===== src/rtl/rat_ctrl_pkg.sv =====
// Shared control-path types and constants for the RAT pipeline control slice.
// Latency: n/a (declarations only).
// Backpressure: n/a (declarations only).
package rat_ctrl_pkg;

  localparam int PC_WIDTH = 10;

  localparam logic [PC_WIDTH-1:0] INT_VECTOR_DEFAULT = 10'h3FF;

  // Interrupt entry sequence; every non-IDLE state lasts exactly one cycle.
  typedef enum logic [2:0] {
    IDLE   = 3'd0,
    DRAIN  = 3'd1,
    PUSH   = 3'd2,
    VECTOR = 3'd3,
    REFILL = 3'd4
  } int_state_t;

endpackage


===== src/rtl/sync_edge_detect.sv =====
// Multi-flop synchronizer for an asynchronous level, followed by a rising-edge detector.
// Latency: rise asserts STAGES clock edges after d goes high, for one cycle.
// Backpressure: none; every synchronized 0->1 transition produces one rise pulse.
module sync_edge_detect #(
  parameter int STAGES = 2
) (
  input  logic clk,
  input  logic rst,
  input  logic d,
  output logic rise
);

  logic [STAGES-1:0] sync_q;
  logic              prev_q;

  // Shift the async input through the synchronizer chain and keep one cycle of history.
  always_ff @(posedge clk) begin
    if (rst) begin
      sync_q <= '0;
      prev_q <= 1'b0;
    end else begin
      sync_q <= {sync_q[STAGES-2:0], d};
      prev_q <= sync_q[STAGES-1];
    end
  end

  // Edge is decoded from registers only, so no input reaches rise combinationally.
  assign rise = sync_q[STAGES-1] & ~prev_q;

endmodule


===== src/rtl/interrupt_sequencer.sv =====
// Interrupt entry sequencer: latches one pending request, waits for a safe point, then drain/push/vector/refill.
// Latency: irq edge to irq_pending in SYNC_STAGES+1 edges; accept to return-to-IDLE in 5 edges, flush high 4 cycles.
// Backpressure: accept waits while i_flag is low, ex_branch or stall_in is high; extra edges while pending are dropped.
module interrupt_sequencer
  import rat_ctrl_pkg::*;
#(
  parameter int unsigned VECTOR_ADDR = INT_VECTOR_DEFAULT,
  parameter int          SYNC_STAGES = 2
) (
  input  logic                clk,
  input  logic                rst,
  input  logic                irq_in,
  input  logic                i_flag,
  input  logic                ex_branch,
  input  logic                stall_in,
  input  logic [PC_WIDTH-1:0] resume_pc,
  output logic                flush,
  output logic                int_cycle,
  output logic [PC_WIDTH-1:0] ret_addr,
  output logic                pc_vec_ld,
  output logic                busy,
  output logic                irq_pending
);

  // The vector itself is applied by PC control; here we only guard against a
  // value that cannot be represented in the PC.
  if ((VECTOR_ADDR >> PC_WIDTH) != 0) begin : g_bad_vector
    $error("interrupt_sequencer: VECTOR_ADDR does not fit in the PC width");
  end

  // A single flop would not resolve metastability on irq_in.
  if (SYNC_STAGES < 2) begin : g_bad_sync
    $error("interrupt_sequencer: SYNC_STAGES must be at least 2");
  end

  int_state_t          state_q;
  int_state_t          state_d;
  logic                pending_q;
  logic [PC_WIDTH-1:0] ret_addr_q;
  logic                irq_rise;
  logic                accept;

  sync_edge_detect #(
    .STAGES (SYNC_STAGES)
  ) u_irq_sync (
    .clk  (clk),
    .rst  (rst),
    .d    (irq_in),
    .rise (irq_rise)
  );

  // Only start from IDLE, and never while EX holds control flow or the pipeline is already stalling.
  assign accept = (state_q == IDLE) & pending_q & i_flag & ~ex_branch & ~stall_in;

  // Next-state: wait in IDLE for accept, then walk the fixed one-cycle-per-state chain.
  always_comb begin
    state_d = state_q;
    case (state_q)
      IDLE:    if (accept) state_d = DRAIN;
      DRAIN:   state_d = PUSH;
      PUSH:    state_d = VECTOR;
      VECTOR:  state_d = REFILL;
      REFILL:  state_d = IDLE;
      default: state_d = IDLE;
    endcase
  end

  // State, pending request and captured return address; a new edge beats the clear on PUSH entry.
  always_ff @(posedge clk) begin
    if (rst) begin
      state_q    <= IDLE;
      pending_q  <= 1'b0;
      ret_addr_q <= '0;
    end else begin
      state_q   <= state_d;
      pending_q <= irq_rise | (pending_q & (state_q != DRAIN));
      if (accept) begin
        ret_addr_q <= resume_pc;
      end
    end
  end

  // All outputs are decodes of registered state.
  assign busy        = (state_q != IDLE);
  assign flush       = (state_q != IDLE);
  assign int_cycle   = (state_q == PUSH);
  assign pc_vec_ld   = (state_q == VECTOR);
  assign irq_pending = pending_q;
  assign ret_addr    = ret_addr_q;

endmodule


===== config.mk =====
export PLATFORM = sky130hd
export DESIGN_NAME = interrupt_sequencer
export DESIGN_NICKNAME = d
export VERILOG_FILES = /design/src/rtl/rat_ctrl_pkg.sv /design/src/rtl/sync_edge_detect.sv /design/src/rtl/interrupt_sequencer.sv
export SDC_FILE = /design/constraint.sdc
export NUM_CORES = 1
export LEC_CHECK = 0
export ABC_AREA = 1
export ABC_CLOCK_PERIOD_IN_PS = 1450
export BUFFER_PORTS_ARGS = -buffer_cell sky130_fd_sc_hd__buf_4
export CORE_UTILIZATION = 45
export DETAILED_ROUTE_END_ITERATION = 12
export HOLD_SLACK_MARGIN = 0.06
export PLACE_DENSITY = 0.87
export SYNTH_ARGS = -nofsm -noshare
export SYNTH_HDL_FRONTEND = slang
export SYNTH_SLANG_ARGS = --single-unit

===== constraint.sdc =====
create_clock -name clk -period 1.45 [get_ports clk]
set_clock_uncertainty 0.05 [all_clocks]
set_input_delay 0.145 -clock clk [delete_from_list [all_inputs] [get_ports clk]]
set_output_delay 0.145 -clock clk [all_outputs]
set_load 0.02 [all_outputs]

==> run summary <==
Row count -> 14
Path depth of the worst reg2reg path -> 5
Die X-Extent -> 42.3 um
Via count -> 691
Final setup vio count -> 0
RR Startpoint -> irq_pending
Max Cap Viol -> 0
Crit Path Class -> input pin to flip-flop
Synthesized net count -> 118
GRT Total Usage -> 18.9%
Core Area -> 1510 um2
Setup tns final -> 0 ns
RePlAce Congestion -> 0.728
Pwr/cell area -> 957 nW/um2
CTS tree -> yes
Rel. slew slack -> 70.8%
DRC Markers -> 0
Detailed Route WL -> 1510 um
Slew Viols, Final -> 0
Via density -> 4.55
FF+latch count, synth -> 17
CTS resizes -> 0
Non-filler cells, final -> 152
Critical path, cell by cell -> dlygate4sd3_1 > buf_4 > inv_1 > nor2_1 > dlygate4sd3_1
Setup crit end -> u_irq_sync.sync_q[0]
Fin crit share -> 89.7%
Ant diodes -> 0
Fillers -> 143
Leakage Power -> 0.525 nW
Syn Area/Cell -> 7.18 um2
Post-Syn Area -> 732 um2
R2r setup slk -> 0.18 ns
RSZ-0062 raised after global routing -> false
Setup bufs post-CTS -> 0
Initial antenna violation count -> 0
CTS root buf -> clkbuf_4
Post-Place Setup Slack -> 0.230 ns
Share of cells above drive strength 1 -> 30.1%
WHS Path Cells -> 5
Pre-Repair DR Iteration Count -> 5
GR Overflow Total -> 0
Worst R2R End -> ret_addr[6]
Post-route ant nets -> 0
Initial Util -> 48.6%
Most frequent cells in the layout -> 30 x buf_4, 28 x nor2_1, 17 x inv_1, 17 x dfxtp_1, 13 x nand2_1
Register area share after synthesis -> 46.5%
# IOs -> 31
Area grow syn2layout -> 37.9%
Clock-pin slew on the worst setup and hold paths -> 0.09 ns
Drt initial violations -> 12
VDD IR max -> 620 uV
DIE AREA -> 1790 um2
Multi-input gate area -> 289 um2
CTS Buf Count -> 3
Storage element area -> 340 um2
Worst path most repeated cell -> dlygate4sd3_1
Worst-Margin Slew -> 0.438 ns
Fin. Hold Viols -> 0
Clock Path Buffers -> 2
WP data arrival -> 1.42 ns
Final min period -> 1.30 ns
Status -> completed
Largest net degree at the start of global routing -> 12
CP max FO -> 1
IO buf count -> 30
PnR worst setup slack -> 0.149 ns
Required time of the critical path -> 1.57 ns
Placed Cells -> 145
CTS Sinks -> 17
Clock latency on the worst-skew pair -> 0.28 ns
Distinct cell type count after synthesis -> 17
Fmax -> 769 MHz
Placement Cell Area -> 953 um2
Chip height -> 42.3 um
Most common cell after layout, fill and taps aside -> buf_4
Global-route wire length before repair -> 2600 um
Synthesis warning total -> 0
CP startpoint -> irq_in
Fin nets -> 153
H-tree levels -> 1
Critical path launch point type -> input pin
Vias in the first global route -> 626
Worst Hold Class -> input pin to flip-flop
HPWL Detailed -> 1160 um
Hold Slack -> 0.130 ns
Post-Synthesis Cells -> 102
Final instance area -> 1010 um2
Critical path capture point type -> flip-flop
Drt wl/cell -> 9.95 um
Slowest Stage Delay on Critical Path -> 0.54 ns
CP max-delay cell -> dlygate4sd3_1
## cell type report
| type | count | area share, % |
|---|---|---|
| clock buffer | 4 | 2.60 |
| inverter | 21 | 7.81 |
| multi-input combinational | 61 | 28.6 |
| sequential | 17 | 33.7 |
| tap | 16 | 1.98 |
| timing repair buffer | 33 | 25.3 |
## logic make-up after synthesis
| kind of cell | Yosys count | synth area share [%] |
|---|---|---|
| compound gates | 3 | 2.05 |
| buf+inv | 24 | 14.0 |
| simple gates | 58 | 37.4 |
| flops | 17 | 46.5 |
## Yosys cell counts
master   number  area, um2
nand3_4       1       17.5
nor4_1        1       6.26
nor2_2        1       6.26
nand2_1      13       48.8
nand3_1      11       55.1
buf_6         1       11.3
nor2_1       28        105
a21oi_1       2       10.0
dfxtp_1      17        340
buf_4         1       7.51
nor3_1        1       5.00
nor2_8        1       20.0
buf_2         1       5.00
inv_2         4       15.0
nand3_2       1       10.0
inv_1        17       63.8
o21ai_1       1       5.00
## metrics by stage
stage / power (W) / util, %
after floorplan: 0.000651 / -
after global placement: 0.000726 / 63.3
after detailed placement: 0.000731 / 63.3
after CTS: 0.000980 / 67.0
after global routing: 0.00102 / 67.0
final: 0.000966 / 67.0
## flip-flops by register name, indices dropped and copies added, names as in the netlist
name and flops:
ret_addr 10, state_q 3, u_irq_sync.sync_q 2, irq_pending 1, u_irq_sync.prev_q 1
## worst min path at each step
stage	from	end	slack, ns
after floorplan	rst	state_q[1]	0.16
after global placement	irq_in	u_irq_sync.sync_q[0]	0.30
after detailed placement	irq_in	u_irq_sync.sync_q[0]	0.31
after CTS	resume_pc[2]	ret_addr[2]	0.12
after global routing	resume_pc[9]	ret_addr[9]	0.15
final	resume_pc[9]	ret_addr[9]	0.13
## routing by layer
| metal | routed length (um) | GRT usage (%) |
|---|---|---|
| met3 | 46 | 1.29 |
| met2 | 775 | 31.1 |
| met4 | 12 | 9.38 |
| met5 | 0 | 0 |
| met1 | 678 | 24.9 |
## power by group
part           switching [W]  internal [W]  total (W)
logic               0.000139     0.0000944   0.000233
registers         0.00000875      0.000484   0.000493
clock network       0.000133      0.000107   0.000240
## worst max-delay path: cells and delay by family
kind	cells	cell delay (ns)
buf+inv	4	1.24
simple gates	1	0.03
## what timing repair did
action | CTS | global route
setup endpoints to repair | 0 | 0
hold buffers | 3 | 0
endpoints found under the hold margin | 6 | 0
Note: power is estimated with default switching activity, not from simulation.
